File: config.mk
export PLATFORM = sky130hd
export DESIGN_NAME = ball_engine
export DESIGN_NICKNAME = d
export VERILOG_FILES = /design/src/rtl/ball_engine.sv
export SDC_FILE = /design/constraint.sdc
export NUM_CORES = 1
export LEC_CHECK = 0
export ABC_CLOCK_PERIOD_IN_PS = 4600
export BUFFER_PORTS_ARGS = -buffer_cell sky130_fd_sc_hd__buf_2
export CAP_MARGIN = 20
export CORE_UTILIZATION = 35
export CTS_BUF_LIST = sky130_fd_sc_hd__clkbuf_4 sky130_fd_sc_hd__clkbuf_8
export DETAILED_ROUTE_END_ITERATION = 10
export REMOVE_ABC_BUFFERS = 1
export SYNTH_ARGS = -nofsm -noshare
export SYNTH_HDL_FRONTEND = slang
export SYNTH_SLANG_ARGS = --single-unit
export TNS_END_PERCENT = 20
File: constraint.sdc
create_clock -name clk65MHz -period 4.6 [get_ports clk65MHz]
set_input_delay 0.69 -clock clk65MHz [delete_from_list [all_inputs] [get_ports clk65MHz]]
set_output_delay 0.69 -clock clk65MHz [all_outputs]
set_load 0.02 [all_outputs]
File: src/rtl/ball_engine.sv
// ball_engine: frame-driven pong ball motion, racket/wall collision, speed ramp,
// scoring and game-over detection. All state advances on the end_of_frame pulse.
module ball_engine #(
  parameter int X_LEFT_BOUNCE  = 100,
  parameter int X_RIGHT_BOUNCE = 923,
  parameter int Y_TOP          = 51,
  parameter int Y_BOTTOM       = 717,
  parameter int BALL_SIZE      = 15,
  parameter int RACKET_H       = 80,
  parameter int SPEED_INIT     = 5,
  parameter int SPEED_MAX      = 9,
  parameter int HITS_PER_STEP  = 4,
  parameter int WIN_SCORE      = 11,
  parameter int X_CENTER       = 504,
  parameter int Y_CENTER       = 376,
  parameter int X_MIN          = 6,
  parameter int X_MAX          = 1017
) (
  input  logic        clk65MHz,
  input  logic        rst,
  input  logic        end_of_frame,
  input  logic        serve,
  input  logic        game_enable,
  input  logic        mode_multi,
  input  logic [9:0]  pos_of_player_1,
  input  logic [9:0]  pos_of_player_2,
  output logic [10:0] x_pos_of_ball,
  output logic [10:0] y_pos_of_ball,
  output logic [3:0]  points_player_1,
  output logic [3:0]  points_player_2,
  output logic        game_over,
  output logic        winner
);

  localparam logic [2:0] IDLE      = 3'd0;
  localparam logic [2:0] SERVE     = 3'd1;
  localparam logic [2:0] FLY       = 3'd2;
  localparam logic [2:0] SCORED    = 3'd3;
  localparam logic [2:0] GAME_OVER = 3'd4;

  // Vertical direction is a 2-bit two's-complement value: -1, 0 or +1.
  localparam logic [1:0] DY_UP   = 2'b11;
  localparam logic [1:0] DY_NONE = 2'b00;
  localparam logic [1:0] DY_DOWN = 2'b01;

  localparam logic signed [11:0] LEFT_FACE    = 12'(X_LEFT_BOUNCE);
  localparam logic signed [11:0] RIGHT_FACE   = 12'(X_RIGHT_BOUNCE - BALL_SIZE);
  localparam logic signed [11:0] TOP_LIMIT    = 12'(Y_TOP);
  localparam logic signed [11:0] BOTTOM_LIMIT = 12'(Y_BOTTOM - BALL_SIZE);
  localparam logic signed [11:0] BALL         = 12'(BALL_SIZE);
  localparam logic signed [11:0] RACKET       = 12'(RACKET_H);
  localparam logic signed [11:0] THIRD_1      = 12'(RACKET_H / 3);
  localparam logic signed [11:0] THIRD_2      = 12'((2 * RACKET_H) / 3);
  localparam logic signed [11:0] EXIT_LEFT    = 12'(X_MIN);
  localparam logic signed [11:0] EXIT_RIGHT   = 12'(X_MAX);
  localparam logic [10:0]        CENTER_X     = 11'(X_CENTER);
  localparam logic [10:0]        CENTER_Y     = 11'(Y_CENTER);
  localparam logic [3:0]         SPEED_START  = 4'(SPEED_INIT);
  localparam logic [3:0]         SPEED_TOP    = 4'(SPEED_MAX);
  localparam logic [7:0]         STEP_HITS    = 8'(HITS_PER_STEP);
  localparam logic [3:0]         SCORE_WIN    = 4'(WIN_SCORE);

  logic [2:0]  state;
  logic [10:0] x;
  logic [10:0] y;
  logic        dx_neg;
  logic [1:0]  dy;
  logic [3:0]  speed;
  logic [7:0]  hits;
  logic        scorer_p2;
  logic [3:0]  score_1;
  logic [3:0]  score_2;
  logic        over;
  logic        win;

  logic signed [11:0] x_s;
  logic signed [11:0] y_s;
  logic signed [11:0] stride;
  logic signed [11:0] cand_x;
  logic signed [11:0] cand_y;
  logic signed [11:0] racket_top;
  logic signed [11:0] racket_offset;
  logic [10:0]        wall_y;
  logic [1:0]         wall_dy;
  logic [1:0]         racket_dy;
  logic               racket_hit;
  logic               at_right;
  logic               at_left;
  logic [10:0]        exit_x;
  logic               exit_hit;
  logic [7:0]         hits_next;
  logic [3:0]         speed_next;

  // Candidate position for this frame plus wall, racket and exit-bound decisions.
  // The racket test deliberately uses the current y, not the wall-adjusted one.
  always_comb begin
    x_s    = $signed({1'b0, x});
    y_s    = $signed({1'b0, y});
    stride = $signed({8'd0, speed});
    cand_x = dx_neg ? (x_s - stride) : (x_s + stride);
    case (dy)
      DY_UP:   cand_y = y_s - stride;
      DY_DOWN: cand_y = y_s + stride;
      default: cand_y = y_s;
    endcase

    wall_y  = cand_y[10:0];
    wall_dy = dy;
    if (dy == DY_UP && cand_y <= TOP_LIMIT) begin
      wall_y  = TOP_LIMIT[10:0];
      wall_dy = DY_DOWN;
    end else if (dy == DY_DOWN && cand_y >= BOTTOM_LIMIT) begin
      wall_y  = BOTTOM_LIMIT[10:0];
      wall_dy = DY_UP;
    end

    racket_top    = dx_neg ? $signed({2'b00, pos_of_player_2})
                           : $signed({2'b00, pos_of_player_1});
    racket_offset = y_s + BALL - racket_top;
    racket_hit    = (racket_offset >= 12'sd0) && (y_s <= racket_top + RACKET);
    if (racket_offset < THIRD_1) begin
      racket_dy = DY_UP;
    end else if (racket_offset < THIRD_2) begin
      racket_dy = DY_NONE;
    end else begin
      racket_dy = DY_DOWN;
    end

    at_right = !dx_neg && (cand_x >= RIGHT_FACE);
    at_left  = dx_neg && (cand_x <= LEFT_FACE);

    exit_x   = cand_x[10:0];
    exit_hit = 1'b0;
    if (cand_x < EXIT_LEFT) begin
      exit_x   = EXIT_LEFT[10:0];
      exit_hit = 1'b1;
    end else if (cand_x > EXIT_RIGHT) begin
      exit_x   = EXIT_RIGHT[10:0];
      exit_hit = 1'b1;
    end
  end

  // Speed ramp: every HITS_PER_STEP racket returns add one pixel/frame, up to the cap.
  always_comb begin
    hits_next  = hits + 8'd1;
    speed_next = speed;
    if (hits_next == STEP_HITS) begin
      hits_next = 8'd0;
      if (speed < SPEED_TOP) begin
        speed_next = speed + 4'd1;
      end
    end
  end

  // Game state machine; disabling the game is a full return to the reset state.
  // The serve direction needs no explicit update: the ball leaves the field still
  // travelling toward the loser's side, which is the direction of the next serve.
  always_ff @(posedge clk65MHz) begin
    if (rst || !game_enable) begin
      state     <= IDLE;
      x         <= CENTER_X;
      y         <= CENTER_Y;
      dx_neg    <= 1'b0;
      dy        <= DY_NONE;
      speed     <= SPEED_START;
      hits      <= 8'd0;
      scorer_p2 <= 1'b0;
      score_1   <= 4'd0;
      score_2   <= 4'd0;
      over      <= 1'b0;
      win       <= 1'b0;
    end else begin
      case (state)
        IDLE: begin
          state <= SERVE;
        end
        SERVE: begin
          x     <= CENTER_X;
          y     <= CENTER_Y;
          dy    <= DY_NONE;
          speed <= SPEED_START;
          hits  <= 8'd0;
          if (serve) begin
            state <= FLY;
          end
        end
        FLY: begin
          if (end_of_frame) begin
            x  <= cand_x[10:0];
            y  <= wall_y;
            dy <= wall_dy;
            if (at_right || (at_left && mode_multi)) begin
              if (racket_hit) begin
                x      <= dx_neg ? LEFT_FACE[10:0] : RIGHT_FACE[10:0];
                dx_neg <= !dx_neg;
                dy     <= racket_dy;
                hits   <= hits_next;
                speed  <= speed_next;
              end else begin
                state     <= SCORED;
                scorer_p2 <= !dx_neg;
                if (dx_neg) begin
                  if (score_1 != SCORE_WIN) begin
                    score_1 <= score_1 + 4'd1;
                  end
                end else begin
                  if (score_2 != SCORE_WIN) begin
                    score_2 <= score_2 + 4'd1;
                  end
                end
              end
            end else if (at_left) begin
              x      <= LEFT_FACE[10:0];
              dx_neg <= 1'b0;
            end
          end
        end
        SCORED: begin
          if (end_of_frame) begin
            x  <= exit_x;
            y  <= wall_y;
            dy <= wall_dy;
            if (exit_hit) begin
              if ((scorer_p2 ? score_2 : score_1) == SCORE_WIN) begin
                state <= GAME_OVER;
                over  <= 1'b1;
                win   <= scorer_p2;
              end else begin
                state <= SERVE;
              end
            end
          end
        end
        GAME_OVER: begin
          state <= GAME_OVER;
        end
        default: begin
          state <= IDLE;
        end
      endcase
    end
  end

  assign x_pos_of_ball   = x;
  assign y_pos_of_ball   = y;
  assign points_player_1 = score_1;
  assign points_player_2 = score_2;
  assign game_over       = over;
  assign winner          = win;

endmodule

==> results of run 1 <==
## flip-flops by register name, summed over array words and instances, names as in the netlist, 2 cells and up
name / cells
hits: 8
state: 3
speed: 4
x_pos_of_ball: 11
points_player_1: 4
points_player_2: 4
dy: 2
y_pos_of_ball: 11
## worst max-delay path: cells and delay by family, from the launching register on
family                   cells  cell delay, ps
AO/OA/AOI/OAI                4            1170
AND/OR/NAND/NOR              5            1250
adder cells (fa/ha/maj)      1             460
multiplexers                 2             640
flip-flops                   1             510
buffers and inverters        1             200
## metal layers
metal  wire length [um]  global-route usage [%]
met1               7380                    28.0
met2               6490                    29.9
met3                665                    2.18
met4                197                    4.38
met5                  0                       0
## worst max path at each step
stage,from,cells after the start,end,slack (ps)
final,dx_neg$_SDFFE_PP0P_,13,speed[1]$_SDFFE_PP0P_,250
after global routing,speed[0]$_SDFFE_PP1P_,14,speed[1]$_SDFFE_PP0P_,20
after CTS,speed[3]$_SDFFE_PP0P_,16,speed[1]$_SDFFE_PP0P_,150
after detailed placement,speed[3]$_SDFFE_PP0P_,16,speed[1]$_SDFFE_PP0P_,180
after global placement,speed[3]$_SDFFE_PP0P_,16,x_pos_of_ball[0]$_SDFFE_PP0P_,150
after floorplan,dx_neg$_SDFFE_PP0P_,12,hits[7]$_SDFFE_PP0P_,-40
## report_power, final
group / switching [mW] / internal [mW] / total [mW]
Clock: 0.187 / 0.113 / 0.301
Combinational: 0.0919 / 0.0612 / 0.153
Sequential: 0.00418 / 0.443 / 0.448
## cell usage in the layout, fill, tap and decap left out, types with 6 or more instances in the layout
cell type / synthesis / final
dfxtp_1: 51 / 48
or3_1: 9 / 9
buf_4: 0 / 18
a31oi_1: 13 / 13
buf_2: 4 / 57
nand2b_1: 13 / 13
nand2_1: 51 / 51
inv_1: 39 / 39
nor2b_1: 14 / 14
o31ai_1: 10 / 10
xor2_1: 16 / 16
o21ai_0: 42 / 42
o22ai_1: 11 / 11
a21o_1: 15 / 15
o21a_1: 13 / 13
xnor2_1: 17 / 17
nor2_1: 73 / 72
and3_1: 9 / 9
a211oi_1: 8 / 7
nor3_1: 18 / 18
a21oi_1: 47 / 47
ha_1: 54 / 54
nand3_1: 19 / 19
mux2_2: 6 / 6
nand3b_1: 7 / 7
mux2i_1: 19 / 19
## metrics by stage
step / total power, mW / util, % / setup TNS (ps) / hold WS [ps] / setup slack, ps
after CTS: 0.908 / 40.8 / 0 / 473 / 154
after floorplan: 0.560 / - / -39.1 / 460 / -39.1
after global routing: 0.948 / 41.1 / 0 / 503 / 24.0
after global placement: 0.610 / 40.2 / 0 / 453 / 147
after detailed placement: 0.609 / 40.2 / 0 / 454 / 178
final: 0.901 / 41.1 / 0 / 474 / 247
## cell type report
type / instances / area (um2)
Fill cell: 1514 / 8660
Multi-Input combinational cell: 578 / 4100
Tap cell: 184 / 230
Clock inverter: 3 / 27.5
Timing Repair Buffer: 76 / 440
Inverter: 39 / 146
Clock buffer: 5 / 68.8
Sequential cell: 51 / 1020
## logic make-up (layout without fill, tap and decap cells)
family,after synthesis,count (layout)
multiplexers,25,25
flip-flops,51,51
buffers and inverters,63,123
XOR/XNOR,33,33
adder cells (fa/ha/maj),61,61
AND/OR/NAND/NOR,243,243
AO/OA/AOI/OAI,216,216
==> impl_metrics.tcl, run 1 <==
set metrics [dict create \
    status "finished, violations left" \
    violations "DRC" \
    r2r_cells 13 \
    maxCapViolations 0 \
    synthSimpleGateAreaFrac_pct 22.9 \
    antenna_found_initial 0 \
    holdPathEnd "winner$_SDFFE_PP0P_" \
    grt_pass1_wl_um 24700 \
    slew_headroom_pct 42.0 \
    skew_ps 8.88 \
    fmax_mhz 230 \
    syn_area_per_cell_um2 7.70 \
    syn_inst 692 \
    r2r_slack_ps 250 \
    synth_seq_cells 51 \
    worstMarginPinSlew_ps 868 \
    die-width_um 125 \
    dp_hpwl_um 11500 \
    min-delay-path-class "reg -> reg" \
    worstHoldStart "winner$_SDFFE_PP0P_" \
    startpoint_type "flip-flop" \
    die_area_um2 15700 \
    ys_warn_count 0 \
    critPathKind "reg -> reg" \
    synth_mux_area_share_pct 4.84 \
    rsz0062_at_grt "false" \
    slowest_delay_ps 560 \
    drc 1 \
    synth_top_flop_cell "dfxtp_1" \
    crit_arrival_ps 4570 \
    ys_seq_area_share_pct 19.2 \
    grt_overflow_total 0 \
    groute.usage.overall_pct 19.2 \
    finalCritPeriodShare_pct 94.6 \
    instances_no_fill 936 \
    crit_required_ps 4810 \
    cts.clk_slew.worst_paths_ps 110 \
    setup_viol_count_final 0 \
    timing_hold_violations_final 0 \
    ant_nets 0 \
    async_flop_share_pct 0 \
    hold_path_depth 2 \
    postLayoutCellArea_um2 6040 \
    r2r-end "speed[1]$_SDFFE_PP0P_" \
    die_h_um 125 \
    postPlaceCellArea_um2 5910 \
    start_util_pct 36.3 \
    fin_crit_ps 4350 \
    cts.sink_count 51 \
    grt_max_degree 29 \
    clockBufferDepth 2 \
    synth_fa_ha_area_share_pct 14.9 \
    drt_iter0_drc 452 \
    dp_cells 928 \
    synth_commonest_cells "nor2_1 (73), ha_1 (54), dfxtp_1 (51), nand2_1 (51), a21oi_1 (47)" \
    hold_buffers 0 \
    power_leakage_nw 2.35 \
    cts_buffers 5 \
    globalplace.congestion 0.919 \
    wire_per_inst_um 15.7 \
    viasPerCell 5.65 \
    report.final.slew_viol_count 0 \
    synthTopCellsByArea "dfxtp_1 (19%), ha_1 (13%), nor2_1 (5.1%), a21oi_1 (4.4%), o21ai_0 (3.9%)" \
    rr_startpoint "dx_neg$_SDFFE_PP0P_" \
    cts_max_level 2 \
    io_pins 58 \
    synthDistinctLibCells 78 \
    finalNetCount 836 \
    synth_area_um2 5330 \
    grt_pass1_vias 4850 \
    synth_top_cell_by_area "dfxtp_1" \
    areaGrowthSynthToFinish_pct 13.3 \
    routed-via-count 5285 \
    core_area_um2 14700 \
    post_cts_buffers 0 \
    critPathMaxFanout 12 \
    cts_tree "yes" \
    firstDrtPassIters 10 \
    cpMaxStageDelayCell "or4_4" \
    end_kind "flip-flop" \
    post-synth-top-count-cell "nor2_1" \
    powerDensity_nw_per_um2 149 \
    fp-row-count 44 \
    synth_edf_count 0 \
    synth_xor_area_share_pct 5.42 \
    cts-root-buf "clkbuf_8" \
    crit_chain "buf_12 -> mux2_2 -> fa_1 -> nand2b_2 -> a21oi_4 -> a41oi_2 -> nand3b_1 -> a211o_1 -> or4_4 -> and3_4 -> a2111oi_4 -> mux2i_1 -> nor3_2" \
    ir_drop_v 0.000147 \
    yosysTopAreaCellShare_pct 19.2 \
    drive_gt1_share_pct 15.4 \
    synth_top_family_by_area "compound AO/OA/AOI/OAI gates" \
    cts-resized-gates 0 \
    port_buffers 57 \
    synth_compound_area_share_pct 28.2 \
    antenna-diode-count 0 \
    wirelength_um 14700 \
    worstSkewPairLatency_ps 330 \
]
(Power assumes the default switching activity.)
==> inputs of run 2 (changes only) <==
--- a/config.mk
+++ b/config.mk
@@ -6,12 +6,13 @@
 export NUM_CORES = 1
 export LEC_CHECK = 0
 export ABC_CLOCK_PERIOD_IN_PS = 4600
-export BUFFER_PORTS_ARGS = -buffer_cell sky130_fd_sc_hd__buf_2
+export BUFFER_PORTS_ARGS = -buffer_cell sky130_fd_sc_hd__buf_4
 export CAP_MARGIN = 20
 export CORE_UTILIZATION = 35
 export CTS_BUF_LIST = sky130_fd_sc_hd__clkbuf_4 sky130_fd_sc_hd__clkbuf_8
 export DETAILED_ROUTE_END_ITERATION = 10
 export REMOVE_ABC_BUFFERS = 1
+export SLEW_MARGIN = 15
 export SYNTH_ARGS = -nofsm -noshare
 export SYNTH_HDL_FRONTEND = slang
 export SYNTH_SLANG_ARGS = --single-unit
==> impl_metrics.tcl, run 2 (same netlist as run 1, synthesis figures left out) <==
set metrics [dict create \
    timing_hold_violations_final 0 \
    hold_ws_ps 482 \
    grt_overflow_total 0 \
    seqPwrFrac_pct 47.6 \
    grt_max_degree 28 \
    worstMarginPinSlew_ps 818 \
    firstDrtPassIters 7 \
    slew_headroom_pct 45.4 \
    die-width_um 125 \
    grt_pass1_wl_um 25700 \
    postPlaceCellArea_um2 6050 \
    cts_tree "yes" \
    setup_viol_count_final 0 \
    r2r_slack_ps 190 \
    grt_pass1_vias 5182 \
    fp-row-count 44 \
    p_total_uw 940 \
    groute.usage.overall_pct 19.9 \
    wirelength_um 15700 \
    report.final.slew_viol_count 0 \
    die_h_um 125 \
    p_switching_uw 266 \
    critPathMaxFanout 8 \
    ant_nets 0 \
    hold_buffers 0 \
    drive_gt1_share_pct 15.4 \
    p_clk_share_pct 35.2 \
    startpoint_type "flip-flop" \
    worstSkewPairLatency_ps 320 \
    drc 0 \
    final_cell_mix "buf_4 (79), nor2_1 (72), ha_1 (54)" \
    finalCritPeriodShare_pct 95.9 \
    viasPerCell 5.76 \
    dp_hpwl_um 12300 \
    core_area_um2 14700 \
    maxCapViolations 0 \
    fin_crit_ps 4410 \
    cts-root-buf "clkbuf_8" \
    power_leakage_nw 2.42 \
    wire_per_inst_um 16.7 \
    cts.sink_count 51 \
    cts.clk_slew.worst_paths_ps 100 \
    end_kind "flip-flop" \
    die_area_um2 15700 \
    finalNetCount 839 \
    areaGrowthSynthToFinish_pct 16.2 \
    port_buffers 57 \
    routed-via-count 5405 \
    cts_max_level 2 \
    antenna_found_initial 0 \
    cts_buffers 5 \
    ir_drop_v 0.000116 \
    clockBufferDepth 2 \
    drt_iter0_drc 385 \
    sw_frac_of_total_pct 28.3 \
    final_common_cell "buf_4" \
    pwr-share-comb_pct 17.2 \
    crit_required_ps 4820 \
    min-delay-path-class "reg -> reg" \
    critPathKind "reg -> reg" \
    io_pins 58 \
    fmax_mhz 227 \
    crit_arrival_ps 4630 \
    powerDensity_nw_per_um2 152 \
    skew_ps 4.49 \
    status "finished clean" \
    postLayoutCellArea_um2 6190 \
    rsz0062_at_grt "false" \
    power.internal_uw 674 \
    start_util_pct 36.3 \
    antenna-diode-count 0 \
    globalplace.congestion 0.912 \
]
[run 2: path summary, 6_finish.rpt]
| path | cells after the start | start | endpoint |
|---|---|---|---|
| worst max register to register | 15 | speed[1]$_SDFFE_PP0P_ | speed[2]$_SDFFE_PP1P_ |
| worst max-delay path | 15 | speed[1]$_SDFFE_PP0P_ | speed[2]$_SDFFE_PP1P_ |
| worst min register to register | 2 | winner$_SDFFE_PP0P_ | winner$_SDFFE_PP0P_ |
| worst min-delay path | 2 | winner$_SDFFE_PP0P_ | winner$_SDFFE_PP0P_ |
[run 2: repair_timing]
item | 4_1_cts | 5_1_grt
setup endpoints to repair | 0 | 18
endpoints found under the hold margin | 0 | 0
buffers inserted | 0 | 1
gates resized for setup | 0 | 5
[run 2: power groups by stage]
stage | sequential [mW] | clock (mW) | combinational, mW
finish | 0.447 | 0.331 | 0.162
global route | 0.448 | 0.353 | 0.179
CTS | 0.447 | 0.339 | 0.160
detailed placement | 0.457 | 0 | 0.159
global placement | 0.457 | 0 | 0.157
floorplan | 0.457 | 0 | 0.103
[run 2: per-stage QoR]
| stage | instances | utilization (%) | setup slack (ps) | setup TNS (ps) |
|---|---|---|---|---|
| finish | 939 | 42.1 | 187 | 0 |
| global route | 939 | 42.1 | 5.22 | 0 |
| CTS | 938 | 41.9 | 123 | 0 |
| detailed placement | 930 | 41.2 | 158 | 0 |
| global placement | 930 | 41.2 | 154 | 0 |
| floorplan | 668 | - | -39.1 | -39.1 |
[run 2: metal layers]
| metal | wire length (um) | vias up | track usage [%] |
|---|---|---|---|
| met1 | 7470 | 2576 | 26.7 |
| li1 | - | 2681 | - |
| met4 | 168 | 0 | 3.16 |
| met5 | 0 | - | 0 |
| met2 | 7320 | 130 | 34.2 |
| met3 | 709 | 18 | 2.87 |
[run 2: area by class of cell]
type | instances | area [um2]
fill | 1468 | 8500
multi-input combinational | 578 | 4090
sequential | 51 | 1020
timing repair buffer | 79 | 593
tap | 184 | 230
inverter | 39 | 146
clock buffer | 5 | 68.8
clock inverter | 3 | 43.8
[run 2: worst max-delay path, cell delays in order, from the launching register on]
cell	delay [ps]
dfxtp_1	480
inv_1	70
ha_1	310
mux2_2	310
fa_1	450
nand2b_2	230
a21oi_4	180
a41oi_2	140
nand3b_1	190
a211o_1	400
or4_4	560
and3_4	220
a2111oi_4	360
buf_4	200
and3_1	160
o21ai_1	50
==> inputs of run 3 (changes only) <==
--- a/config.mk
+++ b/config.mk
@@ -11,6 +11,7 @@
 export CORE_UTILIZATION = 35
 export CTS_BUF_LIST = sky130_fd_sc_hd__clkbuf_4 sky130_fd_sc_hd__clkbuf_8
 export DETAILED_ROUTE_END_ITERATION = 10
+export PLACE_DENSITY = 0.55
 export REMOVE_ABC_BUFFERS = 1
 export SLEW_MARGIN = 15
 export SYNTH_ARGS = -nofsm -noshare
==> constraint.sdc (replaced) <==
create_clock -name clk65MHz -period 4.6 [get_ports clk65MHz]
set_input_delay 0.69 -clock clk65MHz [delete_from_list [all_inputs] [get_ports clk65MHz]]
set_output_delay 0.69 -clock clk65MHz [all_outputs]
set_load 0.005 [all_outputs]
==> impl_metrics.tcl, run 3 (same netlist as run 1, synthesis figures left out) <==
set metrics [dict create \
    status "finished clean" \
    areaGrowthSynthToFinish_pct 16.5 \
    power_leakage_nw 2.41 \
    ir_drop_v 0.000107 \
    antenna_found_initial 0 \
    cts_max_level 2 \
    final_cell_mix "buf_4 (81), nor2_1 (71), ha_1 (54)" \
    io_pins 58 \
    slowest_delay_ps 510 \
    maxCapViolations 0 \
    firstDrtPassIters 7 \
    clockBufferDepth 2 \
    worstSkewPairLatency_ps 320 \
    skew_ps 7.93 \
    end_kind "flip-flop" \
    crit_chain "buf_4 -> nor3_1 -> ha_1 -> mux2_2 -> ha_1 -> o21ai_0 -> o21ai_0 -> o221ai_1 -> a21boi_1 -> a31oi_1 -> xor2_1 -> o211ai_1 -> o32ai_4 -> buf_4 -> a21oi_1 -> o22a_1" \
    setup_viol_count_final 0 \
    wirelength_um 15700 \
    cpMaxStageDelayCell "o32ai_4" \
    slew_headroom_pct 53.3 \
    drc 0 \
    startpoint_type "flip-flop" \
    tns_ps 0 \
    start_util_pct 36.3 \
    drive_gt1_share_pct 16.0 \
    cts.sink_count 51 \
    cts-root-buf "clkbuf_8" \
    rsz0062_at_grt "false" \
    dp_hpwl_um 12300 \
    timing_hold_violations_final 0 \
    viasPerCell 5.77 \
    dp_cells 932 \
    groute.usage.overall_pct 20.0 \
    wire_per_inst_um 16.7 \
    critPathKind "reg -> reg" \
    grt_overflow_total 0 \
    grt_pass1_vias 5235 \
    die-width_um 125 \
    cts.clk_slew.worst_paths_ps 100 \
    core_area_um2 14700 \
    port_buffers 57 \
    fin_crit_ps 4340 \
    powerDensity_nw_per_um2 145 \
    crit_required_ps 4820 \
    finalCritPeriodShare_pct 94.4 \
    hold_buffers 0 \
    critPathMaxFanout 5 \
    final_common_cell "buf_4" \
    report.final.slew_viol_count 0 \
    grt_pass1_wl_um 26000 \
    ant_nets 0 \
    crit_arrival_ps 4560 \
    die_h_um 125 \
    grt_max_degree 28 \
    cts_tree "yes" \
    min-delay-path-class "reg -> reg" \
    critPathBufInv 2 \
    cts_buffers 5 \
    finalNetCount 841 \
    fin_ws_ps 259 \
    path_delay_family "compound AO/OA/AOI/OAI gates" \
    worstMarginPinSlew_ps 699 \
    antenna-diode-count 0 \
    fp-row-count 44 \
    die_area_um2 15700 \
    routed-via-count 5426 \
    globalplace.congestion 0.897 \
    drt_iter0_drc 426 \
    instances_no_fill 941 \
    fmax_mhz 230 \
    dpl_worst_slack_ps 170 \
]
run 3: cell types whose count changed in the layout (fill, tap and decap cells not counted), sizes merged:
cell,previous run,this run
buf,79,81
clkinv,2,0
inv,39,41
clkinvlp,0,1
bufinv,1,0
run 3: area by class of cell:
type	instances	area, um2
timing repair buffer	81	608
multi-input combinational	578	4110
tap	184	230
clock inverter	3	25.0
fill	1498	8490
sequential	51	1020
inverter	39	146
clock buffer	5	68.8
run 3: final timing paths:
kind	slack, ps	from	endpoint	cells past startpoint
max	260	speed[0]$_SDFFE_PP1P_	y_pos_of_ball[3]$_SDFFE_PP1P_	16
max reg2reg	260	speed[0]$_SDFFE_PP1P_	y_pos_of_ball[3]$_SDFFE_PP1P_	16
min reg2reg	470	winner$_SDFFE_PP0P_	winner$_SDFFE_PP0P_	2
min	470	winner$_SDFFE_PP0P_	winner$_SDFFE_PP0P_	2
run 3: metrics by stage:
stage | area [um2] | util, % | total power, mW | hold WS, ps
4_1_cts | 6160 | 41.9 | 0.904 | 475
6_report | 6210 | 42.2 | 0.900 | 471
3_3_place_gp | 6070 | 41.3 | 0.615 | 454
5_1_grt | 6210 | 42.2 | 0.947 | 537
3_5_place_dp | 6070 | 41.3 | 0.617 | 457
2_1_floorplan | 5240 | - | 0.559 | 452
run 3: metal layers:
layer | global-route usage, % | routed length, um | vias up
li1 | - | - | 2680
met1 | 27.9 | 7410 | 2534
met2 | 32.4 | 6930 | 185
met3 | 2.44 | 1030 | 27
met4 | 5.38 | 314 | 0
met5 | 0 | 0 | -
run 3: worst min-delay path: cells and delay by family (launching register included):
family	cells	cell delay (ps)
DFF	1	330
AOI/OAI and AO/OA	1	60
and+or+nand+nor	1	50
run 3: timing repair:
item / in CTS / in global routing
setup buffers: 0 / 1
setup endpoints to repair: 0 / 20
gates resized for setup: 0 / 10
run 3: power breakdown:
part	switching, mW	leakage, nW	total [mW]	internal, mW
sequential	0.00422	0.412	0.448	0.443
clock	0.178	0.0452	0.289	0.112
combinational	0.0939	1.96	0.163	0.0689
